[config.mk]
export PLATFORM = sky130hd
export DESIGN_NAME = enc8to3_ser
export DESIGN_NICKNAME = d
export VERILOG_FILES = /design/src/rtl/enc8to3_ser_pkg.sv /design/src/rtl/enc8to3_ser_prio.sv /design/src/rtl/enc8to3_ser.sv
export SDC_FILE = /design/constraint.sdc
export NUM_CORES = 1
export LEC_CHECK = 0
export ABC_AREA = 1
export BUFFER_PORTS_ARGS = -buffer_cell sky130_fd_sc_hd__buf_2
export CAP_MARGIN = 30
export CORE_MARGIN = 2
export CORE_UTILIZATION = 30
export DETAILED_ROUTE_END_ITERATION = 7
export GPL_TIMING_DRIVEN = 0
export SLEW_MARGIN = 20
export SYNTH_ARGS = -nofsm -noshare
export SYNTH_HDL_FRONTEND = slang
export SYNTH_SLANG_ARGS = --single-unit
[constraint.sdc]
create_clock -name clk -period 1.7 [get_ports clk]
set_input_delay 0.085 -clock clk [delete_from_list [all_inputs] [get_ports clk]]
set_output_delay 0.085 -clock clk [all_outputs]
set_load 0.005 [all_outputs]
[src/rtl/enc8to3_ser_pkg.sv]
// Shared definitions for the serializing 8-to-3 encoder.
// Latency: none (types, constants and a pure function only).
// Backpressure: not applicable.
//
// Contents: FSM state enum, bus widths, population-count helper.
package enc_pkg;

  localparam int ENC_IN_W  = 8;
  localparam int ENC_OUT_W = 3;

  typedef enum logic {
    IDLE = 1'b0,
    SEND = 1'b1
  } enc_state_e;

  // Number of set bits in a request vector (0..8, hence 4 bits).
  function automatic logic [3:0] popcnt8(input logic [ENC_IN_W-1:0] v);
    logic [3:0] c;
    c = '0;
    for (int i = 0; i < ENC_IN_W; i++) begin
      c = c + {3'b000, v[i]};
    end
    return c;
  endfunction

endpackage

[src/rtl/enc8to3_ser_prio.sv]
// Combinational 8-to-3 priority encoder.
// Latency: 0 cycles (pure combinational).
// Backpressure: none; output follows input.
//
// Ports:
//   in   [7:0] : request lines
//   code [2:0] : index of the winning set bit (0 when none set)
//   any        : at least one request line is set
// Parameter LSB_FIRST: 1 -> lowest set index wins, 0 -> highest set index wins.
module prio_enc8to3
  import enc_pkg::*;
#(
  parameter int LSB_FIRST = 1
) (
  input  logic [ENC_IN_W-1:0]  in,
  output logic [ENC_OUT_W-1:0] code,
  output logic                 any
);

  // Scan in the direction opposite to the priority so the winning bit is
  // the last one written.
  always_comb begin
    code = '0;
    if (LSB_FIRST != 0) begin
      for (int i = ENC_IN_W - 1; i >= 0; i--) begin
        if (in[i]) code = ENC_OUT_W'(i);
      end
    end else begin
      for (int i = 0; i < ENC_IN_W; i++) begin
        if (in[i]) code = ENC_OUT_W'(i);
      end
    end
  end

  assign any = |in;

endmodule

[src/rtl/enc8to3_ser.sv]
// Serializing 8-to-3 encoder: emits the index of every set bit of a captured vector.
// Latency: first code 1 cycle after capture; one code per cycle with out_rdy high.
// Backpressure: out/out_vld held stable while out_rdy is low; in_rdy low during SEND.
//
// Ports:
//   clk, rst (sync, active-high)
//   in[7:0], en, load, in_rdy   : capture side (accepted on load & en & in_rdy)
//   out[2:0], out_vld, out_rdy  : code stream
//   done                        : one-cycle pulse once the vector is drained
//   busy                        : registered "in SEND"
//   cnt[3:0] (ENC8TO3_CNT_EN)   : popcount of the last captured vector
// Optional feature macro: ENC8TO3_CNT_EN.
module enc8to3_ser
  import enc_pkg::*;
#(
  parameter int LSB_FIRST = 1
) (
  input  logic                 clk,
  input  logic                 rst,
  input  logic [ENC_IN_W-1:0]  in,
  input  logic                 en,
  input  logic                 load,
  output logic                 in_rdy,
  output logic [ENC_OUT_W-1:0] out,
  output logic                 out_vld,
  input  logic                 out_rdy,
  output logic                 done,
  output logic                 busy
`ifdef ENC8TO3_CNT_EN
  ,output logic [3:0]          cnt
`endif
);

  enc_state_e           state_q, state_d;
  logic [ENC_IN_W-1:0]  pend_q, pend_d;
  logic [ENC_OUT_W-1:0] out_q, out_d;
  logic                 out_vld_q, out_vld_d;
  logic                 done_q, done_d;
  logic                 busy_q, busy_d;
  logic                 cap;
  logic [ENC_OUT_W-1:0] nxt_code;
  logic                 nxt_any;

  assign in_rdy = (state_q == IDLE);
  assign cap    = load & en & in_rdy;

  // Pending bits after this edge. In SEND, out_q always holds the priority
  // index of pend_q, so it names the bit being handed off.
  always_comb begin
    pend_d = pend_q;
    case (state_q)
      IDLE: if (cap) pend_d = in;
      SEND: if (out_rdy) pend_d = pend_q & ~(ENC_IN_W'(1) << out_q);
      default: pend_d = pend_q;
    endcase
  end

  // Encoding the next pending set lets out be registered with no extra
  // cycle of latency.
  prio_enc8to3 #(
    .LSB_FIRST (LSB_FIRST)
  ) u_prio (
    .in   (pend_d),
    .code (nxt_code),
    .any  (nxt_any)
  );

  always_comb begin
    state_d   = state_q;
    out_d     = out_q;
    out_vld_d = 1'b0;
    done_d    = 1'b0;
    case (state_q)
      IDLE: begin
        if (cap) begin
          if (nxt_any) begin
            state_d   = SEND;
            out_vld_d = 1'b1;
            out_d     = nxt_code;
          end else begin
            // Empty vector: nothing to emit, report drained immediately.
            done_d = 1'b1;
          end
        end
      end
      SEND: begin
        out_vld_d = 1'b1;
        if (out_rdy) begin
          if (nxt_any) begin
            out_d = nxt_code;
          end else begin
            // Last bit handed off; out keeps its final value.
            state_d   = IDLE;
            out_vld_d = 1'b0;
            done_d    = 1'b1;
          end
        end
      end
      default: state_d = IDLE;
    endcase
  end

  assign busy_d = (state_d == SEND);

  always_ff @(posedge clk) begin
    if (rst) begin
      state_q   <= IDLE;
      pend_q    <= '0;
      out_q     <= '0;
      out_vld_q <= 1'b0;
      done_q    <= 1'b0;
      busy_q    <= 1'b0;
    end else begin
      state_q   <= state_d;
      pend_q    <= pend_d;
      out_q     <= out_d;
      out_vld_q <= out_vld_d;
      done_q    <= done_d;
      busy_q    <= busy_d;
    end
  end

  assign out     = out_q;
  assign out_vld = out_vld_q;
  assign done    = done_q;
  assign busy    = busy_q;

`ifdef ENC8TO3_CNT_EN
  logic [3:0] cnt_q;

  always_ff @(posedge clk) begin
    if (rst) begin
      cnt_q <= '0;
    end else if (cap) begin
      cnt_q <= popcnt8(in);
    end
  end

  assign cnt = cnt_q;
`endif

endmodule

==> results.yml <==
clock_tree:
  clockBufferDepth: 2
  cts_buffers: 3
  clockRootBuffer: "clkbuf_4"
  path_clk_slew_ns: 0.09
  cts.sinks: 13
  htreeDepth: 1
  cts_tree: "yes"
  clk_latency_ns: 0.28
synth:
  ys.flop_type: "dfxtp_1"
  synth_nets: 141
  synth_compound_area_frac: 0.08492
  synth_seq_area_share: 0.3045
  synthAdderAreaFrac: 0
  synth-xor-area-share: 0
  ys_ff_latch: 13
  synthSimpleGateAreaFrac: 0.4963
  ys.warnings.count: 0
  synth_top_family_by_area: "simple AND/OR/NAND/NOR gates"
  synth.distinct_cells: 24
  muxShareOfSynthArea: 0
  async_reset_ff_frac: 0
  synth_cells: 128
  syn-mean-instance-area_sq_um: 6.676
  synth_area_sq_um: 854.6
  synth_edf_count: 0
floorplanning:
  die_x_microns: 57.37
  die_area_sq_um: 3291
  io_pins: 20
  die_h_microns: 57.37
  rows: 19
  start_util: 0.3126
  core_area_sq_um: 2734
sta:
  rsz0062_at_grt: "no"
  worst_slack_ns: 0.1291
  worst_slew_pin_slew_ns: 0.5442
  final-max-slew-violation-count: 0
  layout_min_cycle_time_ns: 1.571
  fmax_ghz: 0.6366
  slew_headroom: 0.6372
  setup_tns_ns: 0
  finalSetupViolCount: 0
  period_share: 0.9241
  finalHoldViolCount: 0
  skew_ns: 0.002965
pwr:
  p_sw_uw: 306.3
  p_leak_uw: 0.0005412
  pwr-share-seq: 0.421
  p_sw_frac: 0.3654
  clockPowerShare: 0.244
  p_comb_frac: 0.335
  p_int_uw: 531.9
  ir_drop_mv: 0.3838
  powerDensity_nw_per_um2: 795.6
global_route:
  grt_pass1_vias: 764
  grt_first_pass_wirelength_microns: 3187
  grt_max_degree: 11
  antenna_found_initial: 0
  gr-total-overflow: 0
  track_usage: 0.1242
status:
  status: "finished clean"
setup_path:
  path_class: "reg2reg"
  start_kind: "register"
  required_ns: 1.86
  cp-end-kind: "register"
  arrival_ns: 1.73
  critPathMaxFanout: 8
detailed_routing:
  drc: 0
  dr.first_iter.drc_count: 10
  drt-total-wl_microns: 1876
  wl_per_cell_microns: 10.20
  dr.pass1.iters: 4
  vias_per_cell: 4.397
  vias: 809
  ant_nets: 0
cells_and_area:
  syn_to_final_growth_pct: 23.28
  drive_gt1_frac: 0.3856
  antenna_cells: 0
  fill_cells: 282
  nets: 167
place:
  io_buffers: 19
  dp_hpwl_microns: 1500
  place_congestion: 0.7893
  pre_cts_ws_ns: 0.002421
min_path:
  hp-class: "in2reg"
flow_run:
  maxCapViolCount: 0
through the flow:
step                utilization  instance area (sq um)  std cells  total power, uW  hold slack [ns]
floorplan                     -                  854.6        128            560.3           0.1616
global placement         0.3616                  988.4        178            624.7           0.2824
detailed placement       0.3616                  988.4        178            630.5           0.2927
CTS                      0.3753                   1026        183            832.6          0.07161
global route             0.3854                   1054        184            886.5          0.08368
finish                   0.3854                   1054        184            838.2          0.06770
kinds of logic after synthesis:
logic type             count (synthesis)
flip-flops                            13
AO/OA/AOI/OAI                          9
buffers and inverters                 23
AND/OR/NAND/NOR                       83
sequential cells by signal, indices dropped and copies added (netlist names):
name and flops:
pend_q 8, out 3, busy 1, done 1
cell type report:
cell class | instances | area [sq um] | share of cell area
plain buffers | 3 | 22.52 | 0.02138
multi-input cells | 92 | 511.7 | 0.4857
flip-flops and latches | 13 | 266.5 | 0.2530
clock buffers | 4 | 26.28 | 0.02494
repair buffers | 21 | 112.6 | 0.1069
well taps | 31 | 38.79 | 0.03682
inverters | 20 | 75.07 | 0.07126
synthesized netlist by cell type (4+ instances only):
master   count  area [sq um]
inv_2        5         18.77
nor2_1      17         63.81
nand3_1      8         40.04
nand2_1     37         138.9
dfxtp_1     13         260.3
inv_1       15         56.30
nand2_2      4         25.02
nor2_2       4         25.02
nand2_4      4         45.04
placed cells by master, fill, tap and decap left out:
cell / n
inv_1: 13
buf_2: 19
buf_6: 1
inv_2: 7
a21oi_2: 2
nor2_2: 3
nor2_1: 17
nand3_1: 6
nand2_1: 37
nor2_4: 3
o21bai_1: 1
nor2_8: 1
dlygate4sd3_1: 1
dfxtp_2: 2
nand3_2: 4
clkbuf_4: 3
or2_2: 2
clkbuf_1: 2
nand2_2: 4
o2bb2ai_1: 1
dfxtp_1: 10
a21boi_4: 1
or2_1: 1
nand2_4: 4
dfxtp_4: 1
a21oi_1: 2
nor3_1: 1
o21ai_1: 2
buf_4: 2
what timing repair did:
item	CTS	global route
setup buffers	0	1
hold buffers	1	0
setup endpoints to repair	1	3
gates resized for setup	1	8
endpoints found under the hold margin	1	0
per-layer routing:
layer,wire [microns],up-vias,global-route usage
met5,0,-,0
met3,80,5,0.02721
li1,-,435,-
met1,901,353,0.1597
met2,851,16,0.1964
met4,42,0,0.05980
critical path, cell delays in order, from the launching register on:
cell      delay, ns
dfxtp_4        0.41
nand2_2        0.08
nor2_4         0.13
nand3_2        0.11
a21boi_4       0.19
nand2_4        0.09
nor2_8         0.14
nand2_4        0.06
nand2_4        0.08
nand2_1        0.06
nand2_2        0.07
nor2_2         0.03
final timing paths:
kind         startpoint   endpoint  slack (ns)  cells after the start
min               in[4]  pend_q[4]        0.07                      3
max reg2reg        busy     out[1]        0.13                     11
min reg2reg      out[2]     out[2]        0.52                      2
max                busy     out[1]        0.13                     11
power by group through the flow:
| stage | clock (uW) | combinational, uW | sequential [uW] |
|---|---|---|---|
| CTS | 206 | 278 | 349 |
| global route | 215 | 316 | 356 |
| floorplan | 0 | 207 | 354 |
| finish | 205 | 281 | 353 |
| detailed placement | 0 | 275 | 356 |
| global placement | 0 | 269 | 356 |
Power figures use the tool's default switching activity.
